<file path="config.mk">
export PLATFORM = sky130hd
export DESIGN_NAME = uart_tx_arbiter
export DESIGN_NICKNAME = d
export VERILOG_FILES = /design/src/rtl/uart_tx_arbiter.sv
export SDC_FILE = /design/constraint.sdc
export NUM_CORES = 1
export LEC_CHECK = 0
export ABC_AREA = 1
export CORE_ASPECT_RATIO = 0.8
export CORE_UTILIZATION = 43
export CTS_BUF_LIST = sky130_fd_sc_hd__clkbuf_4
export DETAILED_ROUTE_END_ITERATION = 8
export PLACE_DENSITY = 0.79
export SETUP_SLACK_MARGIN = 0.3
export SYNTH_ARGS = -nofsm -noshare
export SYNTH_HDL_FRONTEND = slang
export SYNTH_SLANG_ARGS = --single-unit
</file>
<file path="constraint.sdc">
create_clock -name clk -period 2 [get_ports clk]
set_input_delay 0.4 -clock clk [delete_from_list [all_inputs] [get_ports clk]]
set_output_delay 0.4 -clock clk [all_outputs]
set_load 0.01 [all_outputs]
</file>
<file path="src/rtl/uart_tx_arbiter.sv">
// uart_tx_arbiter: round-robin session arbiter sharing one UART transmitter.
// Optional idle-grant watchdog is built in when UART_ARB_TIMEOUT_EN is defined.
//
// Ports:
//   clk, rst_n     system clock, async active-low reset
//   cli_req        per-client session request (level, held per message)
//   cli_grant      one-hot session owner (or zero)
//   cli_tx_data    client k byte in bits [8k+7:8k]
//   cli_tx_start   per-client byte request
//   cli_tx_busy    per-client registered busy view
//   uart_tx_data   byte launched to the UART
//   uart_tx_start  single-cycle launch pulse
//   uart_tx_busy   UART busy
//   active_id      current or last owner index
//   arb_idle       high while no session is granted
//   timeout_pulse  one-cycle pulse when the watchdog revokes a grant
module uart_tx_arbiter #(
  parameter int NUM_CLIENTS    = 4,
  parameter int TIMEOUT_CYCLES = 1_000_000
) (
  input  logic                     clk,
  input  logic                     rst_n,
  input  logic [NUM_CLIENTS-1:0]   cli_req,
  output logic [NUM_CLIENTS-1:0]   cli_grant,
  input  logic [8*NUM_CLIENTS-1:0] cli_tx_data,
  input  logic [NUM_CLIENTS-1:0]   cli_tx_start,
  output logic [NUM_CLIENTS-1:0]   cli_tx_busy,
  output logic [7:0]               uart_tx_data,
  output logic                     uart_tx_start,
  input  logic                     uart_tx_busy,
  output logic [1:0]               active_id,
  output logic                     arb_idle,
  output logic                     timeout_pulse
);

  if (NUM_CLIENTS < 2 || NUM_CLIENTS > 4 || TIMEOUT_CYCLES < 1) begin : g_bad_param
    $error("uart_tx_arbiter: illegal parameter value");
  end

  typedef enum logic [1:0] {
    S_IDLE,
    S_GRANT,
    S_SEND,
    S_DRAIN
  } state_t;

  state_t state;
  logic [1:0] ptr;
  logic [1:0] nxt_ptr;

  logic [NUM_CLIENTS-1:0] elig;
  logic                   pick_vld;
  logic [1:0]             pick_id;
  logic [NUM_CLIENTS-1:0] pick_oh;

  logic       own_req;
  logic       own_start;
  logic [7:0] own_data;

`ifdef UART_ARB_TIMEOUT_EN
  localparam int CNT_W = $clog2(TIMEOUT_CYCLES + 1);
  localparam logic [CNT_W-1:0] WD_MAX = CNT_W'(TIMEOUT_CYCLES - 1);

  logic [CNT_W-1:0]       wd_cnt;
  // Revoked clients stay out of arbitration until they drop their request.
  logic [NUM_CLIENTS-1:0] mask;

  assign elig = cli_req & ~mask;
`else
  assign elig = cli_req;
`endif

  // Circular search for the first eligible requester at or after ptr.
  always_comb begin
    pick_vld = 1'b0;
    pick_id  = '0;
    pick_oh  = '0;
    for (int i = 0; i < NUM_CLIENTS; i++) begin
      if (!pick_vld && elig[(int'(ptr) + i) % NUM_CLIENTS]) begin
        pick_vld = 1'b1;
        pick_id  = 2'((int'(ptr) + i) % NUM_CLIENTS);
        pick_oh[(int'(ptr) + i) % NUM_CLIENTS] = 1'b1;
      end
    end
  end

  // Owner view: only the granted client's signals reach the UART.
  always_comb begin
    own_data = '0;
    for (int i = 0; i < NUM_CLIENTS; i++) begin
      if (cli_grant[i]) begin
        own_data = cli_tx_data[8*i +: 8];
      end
    end
  end

  assign own_req   = |(cli_req & cli_grant);
  assign own_start = |(cli_tx_start & cli_grant);

  assign nxt_ptr = (active_id == 2'(NUM_CLIENTS - 1))
                 ? 2'd0
                 : active_id + 2'd1;

  always_ff @(posedge clk or negedge rst_n) begin
    if (!rst_n) begin
      state         <= S_IDLE;
      ptr           <= '0;
      cli_grant     <= '0;
      cli_tx_busy   <= '1;
      uart_tx_data  <= '0;
      uart_tx_start <= 1'b0;
      active_id     <= '0;
      arb_idle      <= 1'b1;
      timeout_pulse <= 1'b0;
`ifdef UART_ARB_TIMEOUT_EN
      wd_cnt        <= '0;
      mask          <= '0;
`endif
    end else begin
      uart_tx_start <= 1'b0;
      timeout_pulse <= 1'b0;
`ifdef UART_ARB_TIMEOUT_EN
      mask          <= mask & cli_req;
`endif
      unique case (state)
        S_IDLE: begin
          if (pick_vld) begin
            cli_grant   <= pick_oh;
            active_id   <= pick_id;
            cli_tx_busy <= ~pick_oh;
            arb_idle    <= 1'b0;
            state       <= S_GRANT;
`ifdef UART_ARB_TIMEOUT_EN
            wd_cnt      <= '0;
`endif
          end
        end
        S_GRANT: begin
          if (!own_req) begin
            cli_grant   <= '0;
            cli_tx_busy <= '1;
            ptr         <= nxt_ptr;
            arb_idle    <= 1'b1;
            state       <= S_IDLE;
          end else if (own_start && !uart_tx_busy) begin
            uart_tx_data  <= own_data;
            uart_tx_start <= 1'b1;
            cli_tx_busy   <= '1;
            state         <= S_SEND;
`ifdef UART_ARB_TIMEOUT_EN
            wd_cnt        <= '0;
          end else if (wd_cnt == WD_MAX) begin
            cli_grant     <= '0;
            cli_tx_busy   <= '1;
            ptr           <= nxt_ptr;
            arb_idle      <= 1'b1;
            state         <= S_IDLE;
            mask          <= (mask & cli_req) | cli_grant;
            timeout_pulse <= 1'b1;
          end else begin
            wd_cnt <= wd_cnt + 1'b1;
`endif
          end
        end
        S_SEND: begin
          if (uart_tx_busy) begin
            state <= S_DRAIN;
          end
        end
        S_DRAIN: begin
          if (!uart_tx_busy) begin
            cli_tx_busy <= ~cli_grant;
            state       <= S_GRANT;
`ifdef UART_ARB_TIMEOUT_EN
            wd_cnt      <= '0;
`endif
          end
        end
        default: state <= S_IDLE;
      endcase
    end
  end

endmodule

</file>
==> results of run 1 <==
## path summary, 6_finish.rpt
kind	depth (start not counted)	slack, ns	end	start
max in group asynchronous	2	1.29	arb_idle	rst_n
worst max register to register	11	0.33	cli_tx_busy[2]	ptr[0]
worst max-delay path	13	0.32	active_id[1]	cli_req[3]
worst min register to register	2	0.47	cli_tx_busy[1]	cli_tx_busy[1]
min in group clk	2	0.47	cli_tx_busy[1]	cli_tx_busy[1]
worst min-delay path	2	0.42	uart_tx_start	rst_n
## power by group through the flow
stage | sequential [mW] | clock [mW] | combinational, mW
3_3_place_gp | 0.882 | 0 | 2.77
5_1_grt | 0.884 | 0.381 | 3.77
6_report | 0.863 | 0.363 | 3.44
4_1_cts | 0.857 | 0.369 | 2.93
3_5_place_dp | 0.890 | 0 | 2.83
2_1_floorplan | 0.962 | 0 | 1.78
## metal layers
| layer | part of all wire [%] | wire length [um] | global-route usage (%) |
|---|---|---|---|
| met2 | 47 | 2820 | 39.6 |
| met1 | 45 | 2680 | 32.1 |
| met3 | 6.2 | 366 | 3.56 |
| met4 | 1.4 | 82 | 6.59 |
| met5 | 0 | 0 | 0 |
## state kept, by name (all words and copies together), names as in the netlist
name           count
uart_tx_data       8
cli_grant          4
cli_tx_busy        4
active_id          2
ptr                2
state              2
arb_idle           1
uart_tx_start      1
## worst reg2reg max path, delay by kind of cell, from the launching register on
kind	cells	cell delay, ns
and+or+nand+nor	7	0.72
DFF	1	0.42
adders and majority gates	1	0.31
buffers and inverters	3	0.18
## per-stage QoR
step / area, um^2 / hold slack, ns
after floorplan: 1900 / 0.104
after global placement: 2660 / 0.453
after detailed placement: 2660 / 0.457
after CTS: 2770 / 0.424
after global routing: 2950 / 0.453
final: 2950 / 0.416
## cell usage in the layout (no fill, tap or decap), types with 12 or more instances in the layout
cell type,Yosys,routed
ha_1,13,12
dfrtp_1,19,17
clkdlybuf4s50_1,0,48
a21oi_1,20,20
nor2_1,14,14
nand2_2,6,17
nand2_1,72,58
o21ai_0,19,18
buf_4,2,24
nand3_1,32,32
## timing repair
item	in CTS	in global routing
resized for setup	12	41
pin swaps	1	15
gates cloned	0	1
endpoints found under the setup margin	17	24
buffers inserted	6	7
hold buffers	0	0
## final cells by class
class	count	share of cell area, %
clock buffer	3	0.763
inverter	26	3.69
timing repair buffer	88	28.3
sequential	24	20.6
clock inverter	1	1.02
tap	57	2.42
multi-input combinational	212	43.2
## cells by family (layout without fill, tap and decap cells)
group,after synthesis,in the layout
and+or+nand+nor,143,144
DFF,24,24
AOI/OAI and AO/OA,54,54
other,1,1
adders and majority gates,13,13
buffers and inverters,32,118
==> metrics.cfg, run 1 <==
[placement]
dp_slack_ns=-0.0153
hpwl_um=4250
port_buffers=62
place_inst=393
gp_congestion=0.877

[final_layout]
final_util_pct=70.2
final_layout_size_suffix_gt1_share_pct=24.6
area_growth_pct=56.3
seq_area_um2=609
diodes=0
fin_nets=411
multi_input_area_um2=1270
nFillCells=341
fin_cells=411

[pwr]
finalPower_mw=4.67
clockPowerShare_pct=7.8
power_leakage_nw=1.49
switching_share_pct=49.8
seqPwrFrac_pct=18.5
pwr_density_cell_nw_per_um2=1580
switchingPower_mw=2.33
peakVddDrop_uv=980
internal_power_mw=2.34
power_frac_comb_pct=73.7

[synthesis]
avgSynthCellArea_um2=7.08
synthSimpleGateAreaFrac_pct=36.8
synth_fa_ha_area_share_pct=8.61
synth_common_cells=nand2_1 (72), nand3_1 (32), a21oi_1 (20)
netlist_instances=267
synth_ff_type=dfrtp_1
synth-xor-area-share_pct=0
synth_warnings=0
synth.yosys.seq_area_share_pct=32.1
synth_compound_area_share_pct=15.4
synth_top_family_by_area=simple AND/OR/NAND/NOR gates
yosysMostFrequentCell=nand2_1
syn-num-nets=323
synth_cell_types=29
yosys.area.top_type=dfrtp_1
ys_seq_elements=24
syn-cell-area_um2=1890
yosys-top-cells-area=dfrtp_1 (25%), nand2_1 (14%), ha_1 (8.6%), nand3_1 (8.5%), dfstp_2 (7.0%)
synth_async_sr_flop_share_pct=100
synth-edff-count=0
synth.area.mux_share_pct=0
synth_top_area_share_pct=25.2

[die]
io_pins=64
num_rows=21
coreArea_um2=4200
initial_core_util_pct=44.9
dieWidth_um=76.1
dieArea_um2=4660
die_h_um=61.3

[cts]
clockBufferDepth=2
cts_inserted_buffers=3
cts_tree=built
path_clk_slew_ns=0.14
clk_latency_ns=0.33
cts.sinks=24
cts-root-buf=clkbuf_4
htreeDepth=1

[route]
drtAntennaViolNets=0
via_count=2162
drcViolationCount=0
wl_per_cell_um=14.5
drt_pass1_iterations=6
routed_wl_um=5940
vias_per_cell=5.26
dr.first_iter.drc_count=178

[setup_path]
start_kind=input pin
cp_max_fo=6
path_buf_inv=4
path_delay_family=buffers and inverters
required_ns=2.23
arrival_ns=1.91
path_class=input pin to register
crit_path_top_delay_cell=clkdlybuf4s50_1
max_stage_delay_ns=0.50
end_kind=register
path_cells=clkdlybuf4s50_1 > inv_1 > nand2_2 > nand2_1 > nand2_1 > nand2_4 > inv_4 > nor2_4 > nand2_2 > nand2_2 > buf_4 > nand2_1 > nand2_1
path_common_cell=nand2_1

[hold_path]
hp-class=input pin to async pin

[timing]
period_needed_ns=1.68
min_period_over_period_pct=84.2
final-max-slew-violation-count=0
worst_slack_ns=0.316
rsz0062_at_grt=true
fin_tns_setup_ns=0
hold_viol=0
clock_skew_ns=0.00865
fmax_ghz=0.594
finalSetupViolations=0

[global_routing]
antenna_found_initial=0
track_usage_pct=23.5
grt_max_degree=25
grt_pass1_wl_um=8490
grt-ovfl-total=0
first_global_vias=1792

[outcome]
status=completed

[flow_run]
drv_cap=0

(Power assumes the default switching activity.)
==> run 2: changes to the inputs <==
CORE_UTILIZATION = 47   (was 43)
PLACE_DENSITY = 0.82   (was 0.79)
clock period = 1.6 ns   (was 2 ns; I/O delays follow)
==> metrics.cfg, run 2 (synthesized netlist as in run 1, its figures left out) <==
[die]
die_h_um=58.7  ; was 61.3 um
coreArea_um2=3830  ; was 4200 um^2
num_rows=20  ; was 21
initial_core_util_pct=49.3  ; was 44.9%
dieWidth_um=72.9  ; was 76.1 um
dieArea_um2=4280  ; was 4660 um^2
io_pins=64  ; unchanged

[hold_path]
hp-class=input pin to async pin  ; unchanged

[setup_path]
reg2reg_to=cli_tx_busy[2]  ; unchanged
r2r_slack_ns=-0.09  ; was 0.33 ns
max_stage_delay_ns=0.53  ; was 0.50 ns
required_ns=1.90  ; was 2.23 ns
path_class=input pin to register  ; unchanged
path_common_cell=nand2_1  ; unchanged
start_kind=input pin  ; unchanged
cp_max_fo=4  ; was 6
rr_worst_depth=10  ; was 11
path_cells=clkdlybuf4s50_1 > inv_2 > nand2_1 > nand3_4 > buf_4 > a21boi_1 > a21oi_2 > nand3_1 > nand2_1 > nand3_2 > nand2_2  ; was clkdlybuf4s50_1 > inv_1 > nand2_2 > nand2_1 > nand2_1 > nand2_4 > inv_4 > nor2_4 > nand2_2 > nand2_2 > buf_4 > nand2_1 > nand2_1
crit_path_top_delay_cell=clkdlybuf4s50_1  ; unchanged
rr_startpoint=ptr[0]  ; unchanged
cp-startpoint=cli_req[0]  ; was cli_req[3]
end_kind=register  ; unchanged
arrival_ns=2.03  ; was 1.91 ns

[placement]
gp_congestion=0.989  ; was 0.877
hpwl_um=4260  ; was 4250 um
port_buffers=62  ; unchanged

[timing]
fin_tns_setup_ns=-1.14  ; was 0 ns
final-max-slew-violation-count=0  ; unchanged
finalSetupViolations=18  ; was 0
whs_ns=0.341  ; was 0.416 ns
hold_viol=0  ; unchanged
clock_skew_ns=0.0257  ; was 0.00865 ns
period_needed_ns=1.73
min_period_over_period_pct=108
rsz0062_at_grt=true  ; unchanged
fmax_ghz=0.578
worst_slack_ns=-0.130  ; was 0.316 ns

[cts]
path_clk_slew_ns=0.16  ; was 0.14 ns
clockBufferDepth=2  ; unchanged
cts.sinks=24  ; unchanged
cts_tree=built  ; unchanged
clk_latency_ns=0.34  ; was 0.33 ns
htreeDepth=1  ; unchanged
cts_inserted_buffers=3  ; unchanged
cts-root-buf=clkbuf_4  ; unchanged
holdBufCountCts=0  ; unchanged

[pwr]
internal_power_mw=3.10  ; was 2.34 mW
pwr_density_cell_nw_per_um2=1990  ; was 1580 nW/um^2
seqPwrFrac_pct=17.5  ; was 18.5%
power_leakage_nw=1.57  ; was 1.49 nW
switching_share_pct=52.7  ; was 49.8%
power_frac_comb_pct=78.0  ; was 73.7%
clockPowerShare_pct=4.5  ; was 7.8%
peakVddDrop_uv=1580  ; was 980 uV
switchingPower_mw=3.45  ; was 2.33 mW

[global_routing]
track_usage_pct=35.1  ; was 23.5%
antenna_found_initial=0  ; unchanged
first_global_vias=2235  ; was 1792
grt-ovfl-total=0  ; unchanged
grt_max_degree=25  ; unchanged
grt_pass1_wl_um=11100  ; was 8490 um

[route]
dr.first_iter.drc_count=329  ; was 178
drtAntennaViolNets=0  ; unchanged
vias_per_cell=5.76  ; was 5.26
drt_pass1_iterations=7  ; was 6
wl_per_cell_um=18.3  ; was 14.5 um
routed_wl_um=7780  ; was 5940 um
via_count=2448  ; was 2162
drcViolationCount=0  ; unchanged

[final_layout]
largest_register=uart_tx_data  ; unchanged
diodes=0  ; unchanged
largest_reg_flops=8  ; unchanged
area_growth_pct=74.2  ; was 56.3%
final_layout_size_suffix_gt1_share_pct=44.1  ; was 24.6%
top_regs=uart_tx_data: 8 flops, cli_grant: 4 flops, cli_tx_busy: 4 flops  ; unchanged
final_common_cell=nand2_1  ; unchanged
mostFrequentLayoutCells=nand2_1 (56), clkdlybuf4s50_1 (41), buf_4 (26)  ; was nand2_1 (58), clkdlybuf4s50_1 (48), nand3_1 (32)
fin_nets=427  ; was 411

[outcome]
violations=setup timing
status=finished, violations left  ; was completed

[flow_run]
drv_cap=0  ; unchanged

## run 2: area by class of cell
class,count,area (um^2)
clock buffers,3,22.5
clock inverters,1,3.75
fillers,209,538
inverters,26,111
multi-input cells,212,1480
flip-flops and latches,24,612
well taps,55,68.8
repair buffers,104,992
## run 2: repair_timing
action                                  CTS  global route
endpoints found under the setup margin   43            39
pin swaps                                16             9
resized for setup                       141            42
setup buffers                            17             7
cloned                                    3             0
## run 2: power groups by stage
stage / clock network [mW] / registers, mW / logic (mW)
after detailed placement: 0 / 1.12 / 3.65
final: 0.296 / 1.15 / 5.12
after global routing: 0.315 / 1.17 / 5.43
after global placement: 0 / 1.11 / 3.58
after CTS: 0.279 / 1.12 / 4.41
after floorplan: 0 / 1.22 / 2.29
## run 2: how the worst max path moves through the flow
stage / endpoint / slack (ns) / cells past startpoint
finish: cli_tx_busy[2] / -0.13 / 11
global route: active_id[1] / -0.18 / 12
CTS: state[1] / -0.02 / 12
detailed placement: cli_tx_busy[0] / -0.30 / 12
global placement: cli_tx_busy[1] / -0.27 / 11
floorplan: state[0] / -0.002 / 11
## run 2: per-stage QoR
step	utilization (%)	worst slack (ns)	power [mW]	area [um^2]	std cells
finish	85.9	-0.130	6.56	3290	425
detailed placement	71.3	-0.298	4.76	2730	394
global placement	71.3	-0.271	4.68	2730	394
floorplan	-	-0.00192	3.51	1950	267
global route	85.9	-0.177	6.91	3290	425
CTS	82.5	-0.0180	5.81	3160	418
## run 2: routing by layer
metal / track usage [%] / up-vias / wire length, um
li1: - / 1096 / -
met1: 46.0 / 1154 / 3160
met2: 55.3 / 160 / 3630
met3: 8.73 / 38 / 652
met4: 15.4 / 0 / 332
met5: 0 / - / 0
## run 2: worst max-delay path, delay by kind of cell
| kind | cells | cell delay, ns |
|---|---|---|
| and+or+nand+nor | 6 | 0.67 |
| AOI/OAI and AO/OA | 2 | 0.27 |
| buffers and inverters | 3 | 0.78 |
==> run 3: changes to the inputs <==
CTS_CLUSTER_DIAMETER = 60   (was unset)
==> results of run 3 <==
Final layout, timing and power as in run 2 (identical DEF).
